## config.mk

```make
export PLATFORM = sky130hd
export DESIGN_NAME = jtframe_z80_sysctl
export DESIGN_NICKNAME = d
export VERILOG_FILES = /design/src/rtl/jtframe_z80_sysctl_pkg.sv /design/src/rtl/jtframe_z80_sysctl_wait.sv /design/src/rtl/jtframe_z80_sysctl.sv
export SDC_FILE = /design/constraint.sdc
export NUM_CORES = 1
export LEC_CHECK = 0
export ABC_AREA = 1
export CORE_AREA = 2 2 39 41
export DETAILED_ROUTE_END_ITERATION = 10
export DIE_AREA = 0 0 41 43
export SYNTH_ARGS = -nofsm -noshare
export SYNTH_HDL_FRONTEND = slang
export SYNTH_SLANG_ARGS = --single-unit
```

## constraint.sdc

```tcl
create_clock -name clk -period 1.05 [get_ports clk]
set_clock_uncertainty 0.05 [all_clocks]
set_input_delay 0.105 -clock clk [delete_from_list [all_inputs] [get_ports clk]]
set_output_delay 0.105 -clock clk [all_outputs]
set_load 0.1 [all_outputs]
```

## src/rtl/jtframe_z80_sysctl_pkg.sv

```systemverilog
// Shared constants and helpers for the Z80 system controller.
// Holds the default refresh-address bit map used by Popeye and Sky Skipper boards.
package jtframe_z80_sysctl_pkg;

    // Refresh-cycle address bits used by the original Popeye/Sky Skipper glue
    localparam int POPEYE_NMI_BIT   = 9;
    localparam int POPEYE_KICK_BIT  = 5;
    localparam int SKYSKIP_NMI_BIT  = 9;
    localparam int SKYSKIP_KICK_BIT = 5;

    localparam int NMI_BIT_DEF  = POPEYE_NMI_BIT;
    localparam int KICK_BIT_DEF = POPEYE_KICK_BIT;

    typedef struct packed {
        logic nmi_en;
        logic kick;
    } rfsh_ctl_t;

    function automatic logic rising(input logic now, input logic last);
        return now & ~last;
    endfunction

endpackage

```

## src/rtl/jtframe_z80_sysctl_wait.sv

```systemverilog
// SDRAM wait-state generator: one pending flag per chip-select channel,
// set on the chip-select rising edge and cleared by the channel's data-valid strobe.
module jtframe_z80_sysctl_wait
    import jtframe_z80_sysctl_pkg::*;
#(
    parameter int NCS = 1
)(
    input  logic           clk,
    input  logic           rst,
    input  logic [NCS-1:0] cs,
    input  logic [NCS-1:0] ok,
    input  logic           pause,
    output logic           wait_n
);

    logic [NCS-1:0] cs_l;
    logic [NCS-1:0] pending;
    logic [NCS-1:0] cs_edge;

    always_comb begin
        cs_edge = '0;
        for (int i = 0; i < NCS; i++) begin
            cs_edge[i] = rising(cs[i], cs_l[i]);
        end
    end

    // An ok arriving with a new edge belongs to the previous access, so the edge wins
    always_ff @(posedge clk or posedge rst) begin
        if (rst) begin
            cs_l    <= '0;
            pending <= '0;
            wait_n  <= 1'b1;
        end else begin
            cs_l    <= cs;
            pending <= cs_edge | (pending & ~ok);
            wait_n  <= ~(|pending | pause);
        end
    end

endmodule

```

## src/rtl/jtframe_z80_sysctl.sv

```systemverilog
// Z80 system controller: SDRAM wait states, VB-driven NMI/INT, refresh-address watchdog.
// Define SYSCTL_WATCHDOG_EN to build the watchdog; otherwise cpu_rst is tied low.
module jtframe_z80_sysctl
    import jtframe_z80_sysctl_pkg::*;
#(
    parameter int NCS      = 1,
    parameter int NMI_BIT  = NMI_BIT_DEF,
    parameter int KICK_BIT = KICK_BIT_DEF,
    parameter int INT_EN   = 0,
    parameter int WDW      = 4,
    parameter int RST_LEN  = 4
)(
    input  logic           clk,
    input  logic           rst,
    input  logic           cen,
    input  logic           pause,
    input  logic [NCS-1:0] cs,
    input  logic [NCS-1:0] ok,
    input  logic           mreq_n,
    input  logic           iorq_n,
    input  logic           m1_n,
    input  logic           rfsh_n,
    input  logic [15:0]    A,
    input  logic           vb,
    output logic           wait_n,
    output logic           nmi_n,
    output logic           int_n,
    output logic           cpu_rst
);

    logic      rf;
    logic      rf_l;
    logic      vb_l;
    logic      vb_pos;
    logic      iack;
    rfsh_ctl_t ctl;
    logic      unused;

    assign rf     = ~rfsh_n & ~mreq_n;
    assign vb_pos = rising(vb, vb_l);
    assign iack   = ~m1_n & ~iorq_n;
    assign unused = &{1'b0, A, iack, ctl.kick};

    jtframe_z80_sysctl_wait #(
        .NCS    ( NCS    )
    ) u_wait (
        .clk    ( clk    ),
        .rst    ( rst    ),
        .cs     ( cs     ),
        .ok     ( ok     ),
        .pause  ( pause  ),
        .wait_n ( wait_n )
    );

    // Refresh cycles carry the NMI enable and watchdog kick on the address bus
    always_ff @(posedge clk or posedge rst) begin
        if (rst) begin
            rf_l       <= 1'b0;
            vb_l       <= 1'b0;
            ctl.nmi_en <= 1'b0;
            ctl.kick   <= 1'b1;
            nmi_n      <= 1'b1;
        end else if (cen) begin
            rf_l <= rf;
            vb_l <= vb;
            if (rising(rf, rf_l)) begin
                ctl.nmi_en <= A[NMI_BIT];
                ctl.kick   <= A[KICK_BIT];
            end
            if (!ctl.nmi_en) begin
                nmi_n <= 1'b1;
            end else if (vb_pos) begin
                nmi_n <= 1'b0;
            end
        end
    end

    generate
        if (INT_EN != 0) begin : g_int
            always_ff @(posedge clk or posedge rst) begin
                if (rst) begin
                    int_n <= 1'b1;
                end else if (cen) begin
                    if (vb_pos) begin
                        int_n <= 1'b0;
                    end else if (iack) begin
                        int_n <= 1'b1;
                    end
                end
            end
        end else begin : g_no_int
            assign int_n = 1'b1;
        end
    endgenerate

`ifdef SYSCTL_WATCHDOG_EN
    localparam int PW = $clog2(RST_LEN + 1);

    logic           vb_wl;
    logic           vb_wpos;
    logic           wd_hold;
    logic           wd_carry;
    logic [WDW-1:0] wd_cnt;
    logic [PW-1:0]  pulse;

    // The watchdog sees every VB edge on clk, independent of the CPU clock enable
    assign vb_wpos  = rising(vb, vb_wl);
    assign wd_hold  = ctl.nmi_en | ctl.kick;
    assign wd_carry = ~wd_hold & vb_wpos & (&wd_cnt);

    always_ff @(posedge clk or posedge rst) begin
        if (rst) begin
            vb_wl   <= 1'b0;
            wd_cnt  <= '0;
            pulse   <= '0;
            cpu_rst <= 1'b0;
        end else begin
            vb_wl   <= vb;
            cpu_rst <= pulse != '0;
            if (wd_hold) begin
                wd_cnt <= '0;
            end else if (vb_wpos) begin
                wd_cnt <= wd_cnt + 1'b1;
            end
            if (wd_carry) begin
                pulse <= PW'(RST_LEN);
            end else if (pulse != '0) begin
                pulse <= pulse - 1'b1;
            end
        end
    end
`else
    assign cpu_rst = 1'b0;
`endif

endmodule

```

==> load_flow_metrics.sql <==
INSERT INTO impl_metrics (metric_group, metric, value, unit) VALUES
('run_status', 'status', 'finished with violations', ''),
('run_status', 'failed_checks', 'negative setup slack', ''),
('clocking', 'clkLatencyLatePin', '0.25', 'ns'),
('logic_synthesis', 'synth_nets', '57', ''),
('flow_run', 'max-cap-violations', '0', ''),
('floorplanning', 'die_area', '1760', 'µm²'),
('logic_synthesis', 'synthDominantAreaCellType', 'dfrtp_1', ''),
('critical_path', 'crit_required', '0.89', 'ns'),
('sta', 'unrepaired_setup_endpoints_after_global_routing', 'yes', ''),
('critical_path', 'critical_path.top_delay_family', 'flip-flops', ''),
('global_routing', 'grt_overall_usage', '0.0822', ''),
('clocking', 'post_cts_resize_count', '0', ''),
('critical_path', 'delay_of_the_slowest_critical_path_stage', '0.62', 'ns'),
('pwr', 'power_density', '1730', 'nW/µm²'),
('sta', 'post-route-min-period', '1.19', 'ns'),
('logic_synthesis', 'yosys_most_used_dff', 'dfrtp_1', ''),
('sta', 'period_share', '1.13', ''),
('critical_path', 'critical_path.slowest_cell', 'dfstp_4', ''),
('logic_synthesis', 'synth_top_area_frac', '0.441', ''),
('logic_synthesis', 'synth.yosys.seq_area_share', '0.626', ''),
('route', 'dr.pass1.iters', '4', ''),
('global_routing', 'antenna_found_initial', '0', ''),
('logic_synthesis', 'synth.yosys.warnings', '0', ''),
('route', 'route.antenna.remaining_nets', '0', ''),
('critical_path', 'worstPathArrival', '1.04', 'ns'),
('critical_path', 'worstSetupEndpointType', 'output port', ''),
('logic_synthesis', 'ys_seq_elements', '7', ''),
('layout', 'final_layout_size_suffix_gt1_frac', '0.186', ''),
('pwr', 'ir_drop', '0.546', 'mV'),
('layout', 'layout_cells_excl_fill', '59', ''),
('placement', 'place_hpwl', '383', 'µm'),
('sta', 'holdWs', '0.0331', 'ns'),
('logic_synthesis', 'syn_avg_cell_area', '9.47', 'µm²'),
('floorplanning', 'floorplan.die.height', '43', 'µm'),
('sta', 'timing.final.ws_setup', '-0.142', 'ns'),
('critical_path', 'worst-path-max-fanout', '2', ''),
('clocking', 'tritoncts.num_buffers', '3', ''),
('route', 'vias', '228', ''),
('logic_synthesis', 'netlist_top_cells_area', 'dfrtp_1 (44%), dfstp_2 (19%), inv_1 (6.6%), nand2_1 (6.6%), buf_4 (5.3%)', ''),
('pwr', 'static-leakage-power', '0.210', 'nW'),
('route', 'routed_via_density', '3.86', ''),
('layout', 'n_antenna_cell', '0', ''),
('critical_path', 'critical_path.n_buffers_inverters', '1', ''),
('clocking', 'post-cts-setup-buffers', '0', ''),
('sta', 'fmax', '839', 'MHz'),
('critical_path', 'timing.critical_path.from', 'nmi_n$_DFFE_PP1P_', ''),
('floorplanning', 'initial_utilization', '0.205', ''),
('global_routing', 'grt_pass1_wl', '841', 'µm'),
('sta', 'setup_violations', '2', ''),
('sta', 'final-hold-violation-count', '0', ''),
('clocking', 'clockBufferDepth', '2', ''),
('logic_synthesis', 'synthTopCellsByCount', 'dfrtp_1 (5), inv_1 (5), nand2_1 (5)', ''),
('layout', 'final_nets', '71', ''),
('logic_synthesis', 'postSynthCellCount', '30', ''),
('route', 'first_iter_violations', '4', ''),
('critical_path', 'worstPathCellList', 'buf_12', ''),
('placement', 'gp_congestion', '0.642', ''),
('global_routing', 'grt_overflow', '0', ''),
('logic_synthesis', 'synth-edff-count', '0', ''),
('layout', 'flow.area_growth_from_synthesis', '58.2', '%'),
('clocking', 'cts.sink_count', '7', ''),
('placement', 'post_place_cells', '55', ''),
('route', 'wirelength', '477', 'µm'),
('critical_path', 'critPathKind', 'reg -> out', ''),
('clocking', 'ctsRootBufferMaster', 'clkbuf_4', ''),
('floorplanning', 'coreArea', '1380', 'µm²'),
('global_routing', 'first_global_vias', '229', ''),
('floorplanning', 'ioPinCount', '31', ''),
('logic_synthesis', 'synth_cell_type_count', '13', ''),
('logic_synthesis', 'netlist_area', '284', 'µm²'),
('critical_path', 'regToRegStartpoint', 'nmi_n$_DFFE_PP1P_', '');
[per-stage QoR]
stage / worst slack (ns) / utilization / cell area (µm²) / power, mW / setup TNS (ns)
floorplan: -0.0104 / - / 288 / 0.465 / -0.0104
global placement: -0.0147 / 0.306 / 423 / 0.544 / -0.0156
detailed placement: -0.0314 / 0.306 / 423 / 0.547 / -0.0473
CTS: -0.154 / 0.325 / 449 / 0.793 / -0.223
global route: -0.171 / 0.325 / 449 / 0.823 / -0.259
finish: -0.142 / 0.325 / 449 / 0.778 / -0.196
[final cells by class]
| type | count | area [µm²] |
|---|---|---|
| fillers | 149 | 935 |
| flip-flops and latches | 7 | 181 |
| repair buffers | 11 | 130 |
| multi-input cells | 16 | 72.6 |
| clock buffers | 4 | 26.3 |
| well taps | 16 | 20.0 |
| inverters | 5 | 18.8 |
[kinds of logic after synthesis]
kind of cell	after synthesis	synth area share
other cells	2	0.0264
buf+inv	7	0.119
compound gates	4	0.0749
flops	7	0.626
simple gates	10	0.154
[state kept, by name, indices dropped and copies added (netlist names)]
name	flops
ctl	1
nmi_n	1
rf_l	1
u_wait.cs_l	1
u_wait.pending	1
u_wait.wait_n	1
vb_l	1
[final timing paths]
path,cells after the start,to,slack [ns]
worst max-delay path,1,nmi_n,-0.14
worst min-delay path,2,ctl[1]$_DFFE_PP0P_,0.03
worst max register to register,2,nmi_n$_DFFE_PP1P_,0.19
worst min register to register,1,u_wait.wait_n$_DFF_PP1_,0.34
max in group asynchronous,2,u_wait.wait_n$_DFF_PP1_,0.65
min in group clk,1,u_wait.cs_l$_DFF_PP0_,0.29
[where the power goes]
group | leakage [nW] | internal [mW] | switching [mW]
clock | 0.0150 | 0.145 | 0.0929
combinational | 0.112 | 0.0792 | 0.134
sequential | 0.0826 | 0.310 | 0.0175
total | 0.210 | 0.534 | 0.244
[timing repair]
action,CTS,global route
cloned,0,0
setup endpoints to repair,2,2
hold endpoints to repair,0,0
[layout by cell type (no fill, tap or decap), types with 2 or more instances in the layout]
cell             netlist  final
clkdlybuf4s50_1        0      9
inv_1                  5      5
nand2_1                5      5
dfrtp_1                5      5
clkbuf_4               0      3
nor2_1                 2      2
o21ai_1                2      2
conb_1                 2      2
buf_12                 0      2
[metal layers]
metal | wire length [µm] | GRT usage
met5 | 0 | 0
met4 | 12 | 0.0800
met3 | 54 | 0.0628
met2 | 214 | 0.106
met1 | 197 | 0.0767
No activity file was read; power rests on OpenSTA's default activity.
